==> src/rtl/lifo_drain_if.sv <==
// Output stream of the LIFO drain block: one word per valid/ready transfer,
// with last_o set on the word that emptied the LIFO.
interface lifo_drain_if #(
    parameter int DWIDTH = 8
) ();
    logic [DWIDTH-1:0] data_o;
    logic              valid_o;
    logic              last_o;
    logic              ready_i;

    // A word transfers on a rising edge where valid_o & ready_i.
    // While valid_o=1 and ready_i=0, data_o and last_o stay frozen and valid_o
    // stays high. valid_o never depends on ready_i.
    modport master (output data_o, output valid_o, output last_o, input ready_i);
    modport slave  (input data_o, input valid_o, input last_o, output ready_i);
endinterface

==> src/rtl/lifo_drain.sv <==
// Drains the LIFO to empty, newest first, once it holds a full batch or on flush.
// A 2-entry output buffer covers the LIFO's 1-cycle read latency.
module lifo_drain #(
    parameter int DWIDTH = 8,
    parameter int AWIDTH = 3,
    parameter int THRESH = 2**AWIDTH
) (
    input  logic              clk_i,
    input  logic              arst_n_i,
    input  logic              flush_i,
    input  logic              empty_i,
    input  logic [AWIDTH:0]   usedw_i,
    input  logic [DWIDTH-1:0] q_i,
    output logic              rdreq_o,
    output logic              busy_o,
    output logic [0:0]        state_dbg_o,
    lifo_drain_if.master      strm
);
    localparam logic [0:0]      IDLE     = 1'b0;
    localparam logic [0:0]      DRAIN    = 1'b1;
    localparam logic [AWIDTH:0] THRESH_W = THRESH[AWIDTH:0];
    localparam logic [AWIDTH:0] ONE_W    = {{AWIDTH{1'b0}}, 1'b1};

    logic [0:0]        state;
    logic              last_issued;
    logic              inflight;
    logic              inflight_last;
    logic [DWIDTH-1:0] sk_data;
    logic              sk_last;
    logic              sk_valid;
    logic [1:0]        occ;
    logic [2:0]        credit;
    logic              pop;
    logic              start;
    logic              rd_is_last;

    // Head entry is the visible output register; sk_* is the second slot.
    assign occ        = {sk_valid, strm.valid_o & ~sk_valid};
    assign pop        = strm.valid_o & strm.ready_i;
    assign credit     = {1'b0, occ} + {2'b00, inflight} - {2'b00, pop};
    assign rd_is_last = (usedw_i == ONE_W);
    assign start      = (usedw_i >= THRESH_W) | (flush_i & ~empty_i);

    always_comb begin
        rdreq_o = 1'b0;
        if (state == DRAIN && !empty_i && !last_issued && credit < 3'd2)
            rdreq_o = 1'b1;
    end

    assign state_dbg_o = state;

    always_ff @(posedge clk_i or negedge arst_n_i) begin
        if (!arst_n_i) begin
            state         <= IDLE;
            busy_o        <= 1'b0;
            last_issued   <= 1'b0;
            inflight      <= 1'b0;
            inflight_last <= 1'b0;
        end else begin
            inflight      <= rdreq_o;
            inflight_last <= rdreq_o & rd_is_last;
            case (state)
                IDLE: begin
                    if (start) begin
                        state  <= DRAIN;
                        busy_o <= 1'b1;
                    end
                end
                default: begin
                    if (pop && strm.last_o) begin
                        state       <= IDLE;
                        busy_o      <= 1'b0;
                        last_issued <= 1'b0;
                    end else if (rdreq_o && rd_is_last) begin
                        last_issued <= 1'b1;
                    end
                end
            endcase
        end
    end

    // Push comes from the read issued last cycle; the credit rule keeps occ <= 2.
    always_ff @(posedge clk_i or negedge arst_n_i) begin
        if (!arst_n_i) begin
            strm.data_o  <= '0;
            strm.last_o  <= 1'b0;
            strm.valid_o <= 1'b0;
            sk_data      <= '0;
            sk_last      <= 1'b0;
            sk_valid     <= 1'b0;
        end else if (pop) begin
            if (sk_valid) begin
                strm.data_o <= sk_data;
                strm.last_o <= sk_last;
                sk_valid    <= inflight;
                if (inflight) begin
                    sk_data <= q_i;
                    sk_last <= inflight_last;
                end
            end else if (inflight) begin
                strm.data_o <= q_i;
                strm.last_o <= inflight_last;
            end else begin
                strm.valid_o <= 1'b0;
                strm.last_o  <= 1'b0;
            end
        end else if (inflight) begin
            if (strm.valid_o) begin
                sk_data  <= q_i;
                sk_last  <= inflight_last;
                sk_valid <= 1'b1;
            end else begin
                strm.data_o  <= q_i;
                strm.last_o  <= inflight_last;
                strm.valid_o <= 1'b1;
            end
        end
    end
endmodule

==> src/flat_wrapper.sv <==
// flat-port wrapper written by rule: the top's interface ports become plain ports
module lifo_drain_flat 
#(
    parameter int DWIDTH = 8,
    parameter int AWIDTH = 3,
    parameter int THRESH = 2**AWIDTH
)
  (clk_i, arst_n_i, flush_i, empty_i, usedw_i, q_i, rdreq_o, busy_o, state_dbg_o, strm_data_o, strm_valid_o, strm_last_o, strm_ready_i);
  lifo_drain_if #(.DWIDTH(DWIDTH)) strm_i ();
  input  logic clk_i;
  input  logic arst_n_i;
  input  logic flush_i;
  input  logic empty_i;
  input  logic [AWIDTH:0] usedw_i;
  input  logic [DWIDTH-1:0] q_i;
  output logic rdreq_o;
  output logic busy_o;
  output logic [0:0] state_dbg_o;
  output wire logic [$bits(strm_i.data_o)-1:0] strm_data_o;
  output wire logic [$bits(strm_i.valid_o)-1:0] strm_valid_o;
  output wire logic [$bits(strm_i.last_o)-1:0] strm_last_o;
  input wire logic [$bits(strm_i.ready_i)-1:0] strm_ready_i;
  assign strm_data_o = strm_i.data_o;
  assign strm_valid_o = strm_i.valid_o;
  assign strm_last_o = strm_i.last_o;
  assign strm_i.ready_i = strm_ready_i;
  lifo_drain #(.DWIDTH(DWIDTH), .AWIDTH(AWIDTH), .THRESH(THRESH)) u_core (.clk_i(clk_i), .arst_n_i(arst_n_i), .flush_i(flush_i), .empty_i(empty_i), .usedw_i(usedw_i), .q_i(q_i), .rdreq_o(rdreq_o), .busy_o(busy_o), .state_dbg_o(state_dbg_o), .strm(strm_i));
endmodule
==> config.mk <==
export PLATFORM = sky130hd
export DESIGN_NAME = lifo_drain_flat
export DESIGN_NICKNAME = d
export VERILOG_FILES = /design/src/rtl/lifo_drain_if.sv /design/src/rtl/lifo_drain.sv /design/src/flat_wrapper.sv
export SDC_FILE = /design/constraint.sdc
export NUM_CORES = 1
export LEC_CHECK = 0
export ABC_AREA = 1
export CORE_MARGIN = 2
export CORE_UTILIZATION = 46
export CTS_CLUSTER_SIZE = 20
export DETAILED_ROUTE_END_ITERATION = 8
export PLACE_DENSITY = 0.79
export SETUP_SLACK_MARGIN = 0.05
export SYNTH_ARGS = -nofsm -noshare
export SYNTH_HDL_FRONTEND = slang
export SYNTH_SLANG_ARGS = --single-unit
==> constraint.sdc <==
create_clock -name clk_i -period 2.1 [get_ports clk_i]
set_input_delay 0.21 -clock clk_i [delete_from_list [all_inputs] [get_ports clk_i]]
set_output_delay 0.21 -clock clk_i [all_outputs]
set_load 0.02 [all_outputs]
==> results.cfg, run 1 <==
[critical_path]
crit_type = register to output port
crit_arrival_ns = 2.03
crit_fanout = 2
critical_path.startpoint = u_core.strm.valid_o$_DFFE_PN0P_
rrSetupSlack_ns = 0.26
endpoint_kind = output port
start_kind = register
worst_r2r_startpoint = u_core.strm.valid_o$_DFFE_PN0P_
cp.required_ns = 1.89

[yosys]
yosys.area.top_type = dfrtp_1
syn_area_um2 = 1270
synth.area.top_cells = dfrtp_1 49%, nand2_1 16%, inv_1 8.5%, o21ai_2 5.5%, nand3_1 4.7%
netlist-cell-type-count = 24
ys_ff_latch = 25
synth_top_area_frac = 0.491
synth_fp_nets = 175
syn_inst = 156
avgSynthCellArea_um2 = 8.16
ys_seq_area_frac = 0.491
ys_warn_count = 0

[cts]
clock_sinks = 25
path_clk_slew_ns = 0.14
cts_max_path_buffers = 2
htree_levels = 1
cts_buffers = 3
clock_latency_ns = 0.32
cts_tree = built
cts.root.buffer_cell = clkbuf_4

[floorplan]
chipWidth_um = 56.6
initial_core_util = 0.474
die-area_um2 = 3210
fp.dieH_um = 56.6
design.core.area_um2 = 2690
rows = 19
ioPinCount = 30

[global_routing]
grt_pass1_vias = 1185
grt.overflow.total = 0
antenna_found_initial = 0
track_usage = 0.195
grt_max_degree = 26
grt_pass1_wl_mm = 4.86

[route]
num_vias = 1109
ant_nets = 0
drtIter0Drc = 30
routedWlPerCell_um = 11.9
drc = 0
routed_via_density = 4.86
finalWirelength_mm = 2.70
drtPass1Iterations = 4

[power_and_ir_drop]
power_density_nw_per_um2 = 1270
leakage_nw = 0.877
peakVddDrop_v = 0.000860

[timing]
fin_hold_ws_ns = 0.223
fmax_mhz = 447
final_max_slew_viol_count = 0
finalCritPeriodShare = 1.07
clock_skew_ns = 0.00143
postLayoutSetupSlackWorst_ns = -0.138
hold_violations = 0
setup_tns_ns = -0.138
tightest_slew_ns = 0.585
relSlewSlack = 0.608
period_needed_ns = 2.24
rsz0062_at_grt = true
setup_viol_count_final = 1

[finish]
fin_cells = 228
n_fill_cell = 215
layout_commonest_cell = nand2_1
final_cell_mix = 53 x nand2_1, 28 x inv_1, 27 x clkdlybuf4s50_1, 24 x dfrtp_1, 11 x nand3_1
num_antenna_cells = 0
finalNetCount = 217
final_core_util = 0.639
syn_to_final_growth_pct = 34.9
drive_above_1_share = 0.198

[placement]
dpl.cell_count = 224
pre_cts_ws_ns = -0.667
place_congestion = 0.816
io_buffers = 29
dpl.hpwl_mm = 2.10

[worst_hold_path]
hp-class = input pin to async pin

[run_status]
violations = negative setup slack
status = finished with violations

[flow_run]
maxCapViolCount = 0
-- sequential cells by signal, summed over array words and instances, names as in the netlist --
register and cells:
u_core.sk_data 8, u_core.sk_last 1, u_core.state_dbg_o 1, u_core.sk_valid 1
u_core.last_issued 1, u_core.inflight 1, u_core.strm.valid_o 1, u_core.strm.last_o 1
u_core.inflight_last 1, u_core.strm.data_o 8, u_core.busy_o 1
-- routing by layer --
| metal | track usage | up-vias | share of wire |
|---|---|---|---|
| met5 | 0 | - | 0 |
| met4 | 0.0816 | 0 | 0.018 |
| met3 | 0.0369 | 7 | 0.046 |
| met2 | 0.350 | 31 | 0.52 |
| met1 | 0.224 | 515 | 0.42 |
| li1 | - | 556 | - |
-- worst max-delay path: stages (launching register included) --
cell and delay [ns]:
dfrtp_2 0.41, nand2_4 0.06, ha_4 0.26, nand3_2 0.06
fa_1 0.48, nand2_1 0.06, nor2_2 0.12, and2_4 0.15
buf_6 0.11
-- stage by stage --
stage / power (mW) / area (um2)
2_1_floorplan: 1.47 / 1270
3_3_place_gp: 1.90 / 1660
3_5_place_dp: 1.95 / 1660
4_1_cts: 2.20 / 1710
5_1_grt: 2.38 / 1720
6_report: 2.19 / 1720
-- power breakdown --
part	total, mW	switching (mW)	internal, mW
sequential	0.796	0.118	0.678
clock	0.220	0.147	0.0729
combinational	1.17	0.637	0.534
-- repair_timing --
item | CTS | global route
hold buffers | 0 | 0
gates resized for setup | 11 | 2
setup buffers | 0 | 0
endpoints found under the hold margin | 0 | 0
pin swaps | 6 | 3
cloned | 0 | 0
setup endpoints to repair | 1 | 1
-- logic make-up (layout without fill, tap and decap cells) --
group	Yosys count	count (layout)	share of synthesized area
AND/OR/NAND/NOR	77	77	0.265
buffers and inverters	34	75	0.108
flip-flops	25	25	0.491
AO/OA/AOI/OAI	18	18	0.110
adder cells (fa/ha/maj)	2	2	0.0255
-- cell type report --
class	count	area [um2]	area share
flip-flops and latches	25	627	0.365
inverters	33	126	0.0736
clock inverters	1	7.51	0.00437
clock buffers	3	22.5	0.0131
repair buffers	38	358	0.208
well taps	31	38.8	0.0226
multi-input cells	97	538	0.313
-- worst paths after layout --
| check | endpoint | cells past startpoint |
|---|---|---|
| min in group clk_i | u_core.sk_data[2]$_DFFE_PN0P_ | 3 |
| max | rdreq_o | 8 |
| min | u_core.strm.data_o[7]$_DFFE_PN0P_ | 2 |
| max reg2reg | u_core.last_issued$_DFFE_PN0P_ | 9 |
| max in group asynchronous | u_core.strm.valid_o$_DFFE_PN0P_ | 2 |
| min reg2reg | u_core.strm.data_o[0]$_DFFE_PN0P_ | 2 |
-- Yosys cell counts --
master     n
inv_4      1
inv_2      3
ha_1       1
fa_1       1
buf_6      1
nor2_4     1
nor3_1     1
and2_1     1
inv_1     29
o21ai_0    3
a21oi_1    3
nand2_1   53
nand3_1   12
nand2_2    1
nor2_2     2
nor3_4     1
nor2_1     4
o211ai_4   1
dfrtp_1   25
o21ai_1    1
or2_2      1
o21ai_2    8
o22ai_1    1
a21boi_0   1
Power figures use the tool's default switching activity.
==> run 2, diff against run 1 <==
--- a/config.mk
+++ b/config.mk
@@ -10,8 +10,10 @@
 export CORE_UTILIZATION = 46
 export CTS_CLUSTER_SIZE = 20
 export DETAILED_ROUTE_END_ITERATION = 8
-export PLACE_DENSITY = 0.79
+export HOLD_SLACK_MARGIN = 0.1
+export PLACE_DENSITY = 0.86
 export SETUP_SLACK_MARGIN = 0.05
+export SLEW_MARGIN = 20
 export SYNTH_ARGS = -nofsm -noshare
 export SYNTH_HDL_FRONTEND = slang
 export SYNTH_SLANG_ARGS = --single-unit
==> run 2 against run 1 <==
Compared with the run above: the flow still finishes with violations (negative setup slack); die area unchanged; utilization decreased by 0.47 points; sequential cell count unchanged; clock-buffer cell count unchanged; sequential share of layout area increased by 0.27 points; setup slack got worse by 0.022 ns; critical path depth unchanged; non-clock buffer count decreased by 2; wire length decreased by 9.2%; cell area decreased by 0.73%; final cell count decreased by 0.88%; highest routed layer unchanged.
==> results.cfg, run 2 (same netlist as run 1, synthesis figures left out) <==
[run_status]
status = finished with violations
violations = negative setup slack

[finish]
n_fill_cell = 218
drive_above_1_share = 0.190
fin_cells = 226
num_antenna_cells = 0
layout_commonest_cell = nand2_1
final_cell_mix = 52 x nand2_1, 29 x inv_1, 27 x clkdlybuf4s50_1, 24 x dfrtp_1, 11 x nand3_1
finalNetCount = 215
top_regs = u_core.sk_data (8), u_core.strm.data_o (8)
syn_to_final_growth_pct = 33.9

[timing]
relSlewSlack = 0.600
postLayoutSetupSlackWorst_ns = -0.160
period_needed_ns = 2.26
setup_tns_ns = -0.160
final_max_slew_viol_count = 0
fmax_mhz = 443
finalCritPeriodShare = 1.08
clock_skew_ns = 0.00190
hold_violations = 0
setup_viol_count_final = 1
rsz0062_at_grt = true
tightest_slew_ns = 0.598

[critical_path]
critPathSlowestCell = fa_1
critPathTopFamily = adder cells
max_stage_delay_ns = 0.51
crit_arrival_ns = 2.05
crit_fanout = 2
rrSetupSlack_ns = 0.23
cp_cell_sequence = nand2_4 > ha_4 > nand3_2 > fa_1 > nand2_2 > nor2_2 > and2_4 > buf_6
cp.required_ns = 1.89
crit_type = register to output port
path_buf_inv = 1
endpoint_kind = output port
start_kind = register

[route]
drc = 0
ant_nets = 0
routed_via_density = 4.69
drtIter0Drc = 27
num_vias = 1061
finalWirelength_mm = 2.45
drtPass1Iterations = 4
routedWlPerCell_um = 10.9

[placement]
dpl.cell_count = 221
dpl.hpwl_mm = 1.77
io_buffers = 29
place_congestion = 0.810

[power_and_ir_drop]
p_comb_frac = 0.534
power_frac_seq = 0.363
peakVddDrop_v = 0.000842
swShare = 0.414
leakage_nw = 0.867
p_int_mw = 1.27
power_density_nw_per_um2 = 1270
clkPwrFrac = 0.103
switchingPower_mw = 0.900

[cts]
htree_levels = 1
clock_sinks = 25
cts_max_path_buffers = 2
clock_latency_ns = 0.32
cts_tree = built
cts_buffers = 3
cts_hold_buf = 0
cts.root.buffer_cell = clkbuf_4
path_clk_slew_ns = 0.14

[global_routing]
grt.overflow.total = 0
track_usage = 0.168
antenna_found_initial = 0
grt_max_degree = 26
grt_pass1_vias = 990
grt_pass1_wl_mm = 4.12

[worst_hold_path]
hp-class = input pin to async pin

[floorplan]
design.core.area_um2 = 2690
rows = 19
ioPinCount = 30
chipWidth_um = 56.6
initial_core_util = 0.474
die-area_um2 = 3210
fp.dieH_um = 56.6

[flow_run]
maxCapViolCount = 0
==> run 2: cell types whose count changed in the layout (fill, tap and decap cells not counted) <==
cell	change
nand2_2	+1
inv_2	-1
buf_4	-2
nand2_1	-1
inv_1	+1
==> run 2: final timing paths <==
path                                                   start                                 to  cells after the start
hold / removal                                      arst_n_i  u_core.strm.data_o[3]$_DFFE_PN0P_                      2
max in group asynchronous                           arst_n_i    u_core.strm.valid_o$_DFFE_PN0P_                      2
hold reg to reg            u_core.strm.data_o[7]$_DFFE_PN0P_  u_core.strm.data_o[7]$_DFFE_PN0P_                      2
setup / recovery             u_core.strm.valid_o$_DFFE_PN0P_                            rdreq_o                      8
min in group clk_i                              strm_ready_i    u_core.strm.valid_o$_DFFE_PN0P_                      3
setup reg to reg             u_core.strm.valid_o$_DFFE_PN0P_     u_core.last_issued$_DFFE_PN0P_                      9
==> run 2: layout make-up <==
cell class              instances  area [um2]  share of cell area
clock buffers                   3        22.5              0.0132
clock inverters                 1        7.51             0.00440
inverters                      33         126              0.0741
multi-input cells              97         541               0.317
flip-flops and latches         25         627               0.368
well taps                      31        38.8              0.0227
repair buffers                 36         343               0.201
==> run 2: per-stage QoR <==
step / instance area (um2) / setup slack, ns / utilization / total power, mW / hold slack [ns]
5_1_grt: 1710 / -0.253 / 0.635 / 2.34 / 0.246
4_1_cts: 1700 / -0.177 / 0.632 / 2.14 / 0.239
2_1_floorplan: 1270 / 0.0759 / - / 1.47 / -0.0856
3_3_place_gp: 1640 / -0.677 / 0.610 / 1.85 / 0.463
3_5_place_dp: 1640 / -0.763 / 0.610 / 1.88 / 0.468
6_report: 1710 / -0.160 / 0.635 / 2.17 / 0.221
==> run 2: what timing repair did <==
action,4_1_cts,5_1_grt
endpoints found under the setup margin,1,1
setup buffers,1,1
pin swaps,6,3
cloned,0,0
resized for setup,11,2
==> run 2: power groups by stage <==
| stage | combinational [mW] | sequential [mW] | clock [mW] |
|---|---|---|---|
| floorplan | 0.542 | 0.924 | 0 |
| global placement | 1.05 | 0.792 | 0 |
| detailed placement | 1.08 | 0.799 | 0 |
| CTS | 1.13 | 0.787 | 0.225 |
| global route | 1.28 | 0.815 | 0.249 |
| finish | 1.16 | 0.790 | 0.224 |
==> run 2: layer usage <==
metal | vias to the layer above | part of all wire | GRT usage
li1 | 552 | - | -
met1 | 480 | 0.46 | 0.223
met2 | 21 | 0.49 | 0.266
met3 | 8 | 0.024 | 0.0276
met4 | 0 | 0.029 | 0.0816
met5 | - | 0 | 0
==> run 2: worst register-to-register path: cells and delay by family (launching register included) <==
family / cells / cell delay (ns)
adder cells (fa/ha/maj): 2 / 0.77
AO/OA/AOI/OAI: 1 / 0.13
buffers and inverters: 1 / 0.11
AND/OR/NAND/NOR: 5 / 0.38
flip-flops: 1 / 0.41
==> run 3, diff against run 2 <==
--- a/config.mk
+++ b/config.mk
@@ -8,6 +8,7 @@
 export ABC_AREA = 1
 export CORE_MARGIN = 2
 export CORE_UTILIZATION = 46
+export CTS_BUF_LIST = sky130_fd_sc_hd__clkbuf_4 sky130_fd_sc_hd__clkbuf_8
 export CTS_CLUSTER_SIZE = 20
 export DETAILED_ROUTE_END_ITERATION = 8
 export HOLD_SLACK_MARGIN = 0.1
==> results of run 3 <==
Final layout, timing and power as in run 2 (identical DEF).
